## src/rtl/ps2_device_tx.sv

```systemverilog
// rtl/ps2_device_tx.sv - device-side PS/2 transmitter (keyboard emulator) with host-inhibit retry
module ps2_device_tx #(
    parameter int HALF_BIT = 2500,
    parameter int IDLE_GAP = 1000
) (
    input  logic       MCLK,
    input  logic       reset_n,
    input  logic [7:0] tx_data,
    input  logic       tx_valid,
    output logic       tx_ready,
    input  logic       ps2c_in,
    output logic       PS2C,
    output logic       PS2D,
    output logic       busy,
    output logic       tx_done,
    output logic       tx_abort
);

    localparam int CNT_MAX = (HALF_BIT > IDLE_GAP) ? HALF_BIT : IDLE_GAP;
    localparam int CW      = $clog2(CNT_MAX + 1);

    typedef enum logic [2:0] {
        IDLE,
        SEND_HI,
        SEND_LO,
        GAP,
        INHIBIT
    } state_t;

    state_t        state_q, state_d;
    logic [CW-1:0] cnt_q, cnt_d;
    logic [3:0]    bit_q, bit_d;
    logic [7:0]    data_q, data_d;
    logic          sync1_q, sync2_q;
    logic          ps2c_q, ps2c_d;
    logic          ps2d_q, ps2d_d;
    logic          done_q, done_d;
    logic          abort_q, abort_d;
    logic [10:0]   frame_d;

    always_comb begin
        state_d = state_q;
        cnt_d   = cnt_q;
        bit_d   = bit_q;
        data_d  = data_q;
        done_d  = 1'b0;
        abort_d = 1'b0;
        case (state_q)
            IDLE: begin
                cnt_d = '0;
                bit_d = 4'd0;
                if (tx_valid) begin
                    data_d  = tx_data;
                    state_d = SEND_HI;
                end
            end
            SEND_HI: begin
                // First few counts are masked: the synchroniser still shows our own low phase.
                if (cnt_q >= CW'(3) && bit_q <= 4'd9 && !sync2_q) begin
                    state_d = INHIBIT;
                    cnt_d   = '0;
                    abort_d = 1'b1;
                end else if (cnt_q == CW'(HALF_BIT - 1)) begin
                    cnt_d   = '0;
                    state_d = SEND_LO;
                end else begin
                    cnt_d = cnt_q + CW'(1);
                end
            end
            SEND_LO: begin
                if (cnt_q == CW'(HALF_BIT - 1)) begin
                    cnt_d = '0;
                    if (bit_q < 4'd10) begin
                        bit_d   = bit_q + 4'd1;
                        state_d = SEND_HI;
                    end else begin
                        state_d = GAP;
                        done_d  = 1'b1;
                    end
                end else begin
                    cnt_d = cnt_q + CW'(1);
                end
            end
            GAP: begin
                if (cnt_q == CW'(IDLE_GAP - 1)) begin
                    cnt_d   = '0;
                    state_d = IDLE;
                end else begin
                    cnt_d = cnt_q + CW'(1);
                end
            end
            INHIBIT: begin
                if (!sync2_q) begin
                    cnt_d = '0;
                end else if (cnt_q == CW'(IDLE_GAP - 1)) begin
                    cnt_d   = '0;
                    bit_d   = 4'd0;
                    state_d = SEND_HI;
                end else begin
                    cnt_d = cnt_q + CW'(1);
                end
            end
            default: begin
                state_d = IDLE;
                cnt_d   = '0;
                bit_d   = 4'd0;
            end
        endcase

        // Line levels are registered together with the state so they change only on state entry.
        frame_d = {1'b1, ~^data_d, data_d, 1'b0};
        ps2c_d  = (state_d != SEND_LO);
        if (state_d == SEND_HI) begin
            ps2d_d = frame_d[bit_d];
        end else if (state_d == SEND_LO) begin
            ps2d_d = ps2d_q;
        end else begin
            ps2d_d = 1'b1;
        end
    end

    always_ff @(posedge MCLK) begin
        if (!reset_n) begin
            state_q <= IDLE;
            cnt_q   <= '0;
            bit_q   <= 4'd0;
            data_q  <= 8'h00;
            sync1_q <= 1'b1;
            sync2_q <= 1'b1;
            ps2c_q  <= 1'b1;
            ps2d_q  <= 1'b1;
            done_q  <= 1'b0;
            abort_q <= 1'b0;
        end else begin
            state_q <= state_d;
            cnt_q   <= cnt_d;
            bit_q   <= bit_d;
            data_q  <= data_d;
            sync1_q <= ps2c_in;
            sync2_q <= sync1_q;
            ps2c_q  <= ps2c_d;
            ps2d_q  <= ps2d_d;
            done_q  <= done_d;
            abort_q <= abort_d;
        end
    end

    assign tx_ready = (state_q == IDLE);
    assign busy     = (state_q != IDLE);
    assign PS2C     = ps2c_q;
    assign PS2D     = ps2d_q;
    assign tx_done  = done_q;
    assign tx_abort = abort_q;

endmodule

```

## config.mk

```make
export PLATFORM = sky130hd
export DESIGN_NAME = ps2_device_tx
export DESIGN_NICKNAME = d
export VERILOG_FILES = /design/src/rtl/ps2_device_tx.sv
export SDC_FILE = /design/constraint.sdc
export NUM_CORES = 1
export LEC_CHECK = 0
export ABC_AREA = 1
export BUFFER_PORTS_ARGS = -buffer_cell sky130_fd_sc_hd__buf_4
export CORE_MARGIN = 2
export CORE_UTILIZATION = 34
export DETAILED_ROUTE_END_ITERATION = 12
export PLACE_DENSITY = 0.52
export SYNTH_ARGS = -nofsm -noshare
export SYNTH_HDL_FRONTEND = slang
export SYNTH_SLANG_ARGS = --single-unit
```

## constraint.sdc

```tcl
create_clock -name MCLK -period 3.7 [get_ports MCLK]
set_input_delay 0.37 -clock MCLK [delete_from_list [all_inputs] [get_ports MCLK]]
set_output_delay 0.37 -clock MCLK [all_outputs]
set_load 0.01 [all_outputs]
```

==> summary.txt <==
Clock tree
  • Later-pin clock latency in the skew report: approximately 280 ps
  • Clock transition at the registers of the reported paths: 70 ps
  • CTS buffer count: 5
  • Setup Fix Bufs, Post-CTS: 0
  • Root Driver: clkbuf_8
  • CTS tree: yes
  • PostCTS Resize Cnt: 0
  • H-tree levels: 2
  • # hold bufs at CTS: 0
  • Clock Path Buffers: 2
  • CTS Sinks: 33

Yosys
  • Number of synthesized flops with an enable pin: 0
  • Synth area leaders: dfxtp_1 (31%), nand2_1 (19%), inv_1 (8.5%)
  • Synth Area in Adders: between 2 and 2.5%
  • Main combinational cell family by area after synthesis: simple AND/OR/NAND/NOR gates
  • Area fraction of the dominant cell type after synthesis: 30.6%
  • Gate Count Post-Synth: 350
  • Xor-xnor portion of the synthesized cell area: about 2.8%
  • Yosys reg bits: 33
  • Leading area contributor after synthesis: dfxtp_1
  • Sequential cell area fraction in the yosys report: a little under a third
  • Synth unique cells: 35
  • Synthesized area per cell: roughly 6.2 um2
  • Cell area after synthesis: about 2200 um2
  • Multiplexer share of the synthesized area: 0%
  • Synthesized netlist net count: between 300 and 400
  • Post-synthesis simple-gate area fraction: a little under half
  • Synth Area in Compound Gates: roughly 5.8%
  • Async S/R FF share, synth: 0%
  • Yosys warnings: 0
  • Dominant synthesized flop cell: dfxtp_1

Setup path
  • Critical path type: flop to flop
  • Reg2reg start: bit_q[0]$_SDFF_PN0_
  • Setup crit end: cnt_q[7]$_SDFF_PN0_
  • R2R Path End: cnt_q[7]$_SDFF_PN0_
  • CP max FO: 12
  • CP Data Required Time: 3900 ps
  • R2R Setup Slk: 1450 ps
  • Worst-case reg-to-reg path depth: 9
  • CP Launch Type: flop
  • CP arrival: around 2500 ps
  • CP endpoint kind: flop
  • Worst setup startpoint: bit_q[0]$_SDFF_PN0_

Floorplanning
  • Die W: 83.7 um
  • Top Ports: 18
  • Die Y: approximately 84 um
  • Site Rows: 29
  • Core area: between 6000 and 7000 um2
  • Initial Utilization: roughly a third
  • Die footprint: approximately 7000 um2

STA
  • Highest Clock Rate: 444 MHz
  • Worst-margin pin slew: 458 ps
  • Final TNS setup: 0 ps
  • Slew HR: approximately 69%
  • Clk_skew: roughly 6.6 ps
  • Unrepaired setup endpoints after global routing: no
  • Tmin final: ~2300 ps
  • Hold Violations, Final: 0
  • Min Hold Slack: between 200 and 300 ps
  • Crit share post-route: between 60% and 70%
  • Final Max Tran Viols: 0
  • Final Setup Violations: 0

Final layout
  • Final nets: 385
  • Antenna cell count: 0
  • Synth-to-Final Area Change: 13.0%
  • Share of layout cells above drive strength 1: 11.9%

Place
  • Routability cong.: around 0.85
  • PortBufs: 17
  • Dpl hpwl: a little over 4 mm

Power
  • Leakage: roughly 1.1 nW
  • Power Dens Cells: 350 nW/um2
  • Peak VDD IR: ~0.00019 V

Drt
  • Drt via density: between 4 and 5
  • Detailed-route wire length: about 5.3 mm
  • DRT antenna net count: 0
  • DR iter-0 viols: around 100
  • 1st-pass router iterations: 4
  • DR WL/cell: approximately 12 um
  • DRC: 0
  • Via count: around 2,100

Run status
  • Status: finished, final reports clean

Flow run
  • Max cap viols: 0

GRT
  • First-pass GRT wire length: ~9.5 mm
  • Largest net degree at the start of global routing: 20
  • Initial antenna violation count: 0
  • Total gr overflow: 0
  • GRT Total Usage: between 10% and 20%
  • Number of global-route vias before repair: 2,065

Worst hold path
  • Tightest Hold Check Type: input port to flop
  • Hold Crit Depth: 2
[critical path, cell delays in order (launching register included)]
cell	delay (ps)
dfxtp_1	530
inv_1	200
ha_1	230
o21ai_0	180
a21oi_1	100
nand2_1	130
nand3_1	110
o211ai_1	110
nand2_1	310
nor3b_1	270
[layout make-up]
type,instances,area [um2]
fillers,724,3800
flip-flops and latches,33,661
well taps,77,96.3
repair buffers,18,135
clock buffers,6,82.6
clock inverters,2,37.5
inverters,54,203
multi-input cells,257,1220
[cell usage in the layout, fill, tap and decap left out, drive strengths merged]
master and count:
a21oi 6, and3 2, buf 18, bufinv 1, clkbuf 6, clkinv 1
clkinvlp 1, dfxtp 33, ha 4, inv 53, nand2 113, nand3 32
nand4 10, nor2 47, nor3 11, nor3b 3, o211ai 1, o21ai 16
or2 5, xnor2 1, xor2 6
[power breakdown]
part           internal [mW]  switching (mW)
clock network          0.219           0.142
logic                 0.0439          0.0763
registers              0.366         0.00611
[logic make-up (layout without fill, tap and decap cells)]
logic type	Yosys count	after routing
AOI/OAI and AO/OA	23	23
xor gates and xnor gates	7	7
DFF	33	33
buffers and inverters	60	80
and+or+nand+nor	223	223
adders and majority gates	4	4
[cell usage after synthesis, types with 2 or more instances]
master and instances:
nand2_2 3, nand2_1 110, nand3_1 31, dfxtp_1 33, nand4_1 10, nor2_2 2
and3_1 2, nor2_1 44, inv_2 4, or2_2 3, o21ai_0 14, nor3_1 10
inv_1 49, nor3b_1 2, ha_1 4, xor2_1 6, a21oi_1 5
[worst min path at each step]
stage | start | to | slack (ps)
4_1_cts | ps2c_in | sync1_q$_SDFF_PN1_ | 270
5_1_grt | ps2c_in | sync1_q$_SDFF_PN1_ | 260
6_report | ps2c_in | sync1_q$_SDFF_PN1_ | 280
3_3_place_gp | sync1_q$_SDFF_PN1_ | sync2_q$_SDFF_PN1_ | 390
3_5_place_dp | sync1_q$_SDFF_PN1_ | sync2_q$_SDFF_PN1_ | 400
2_1_floorplan | sync1_q$_SDFF_PN1_ | sync2_q$_SDFF_PN1_ | 390
[through the flow]
stage               setup slack (ps)  total power, mW  cells  util, %  cell area [um2]
CTS                             1440            0.868    447     39.1             2440
global route                    1110            0.907    447     39.1             2440
floorplan                       2030            0.471    350        -             2160
finish                          1450            0.853    447     39.1             2440
detailed placement              1470            0.501    439     37.1             2320
global placement                1430            0.501    439     37.1             2320
[layer usage]
metal  track usage [%]  up-vias  share of wire [%]  wire length (um)
li1                  -     1131                  -                 -
met1              21.5      960                 47              2510
met2              27.4       32                 48              2540
met3              3.56        7                3.1               163
met4              4.84        0                1.4                74
met5                 0        -                  0                 0
[flip-flops by register name, summed over array words and instances, names as in the netlist]
| name | cells |
|---|---|
| cnt_q | 12 |
| data_q | 8 |
| bit_q | 4 |
| state_q | 3 |
| PS2C | 1 |
| PS2D | 1 |
| sync1_q | 1 |
| sync2_q | 1 |
| tx_abort | 1 |
| tx_done | 1 |
No activity file was read; power rests on OpenSTA's default activity.
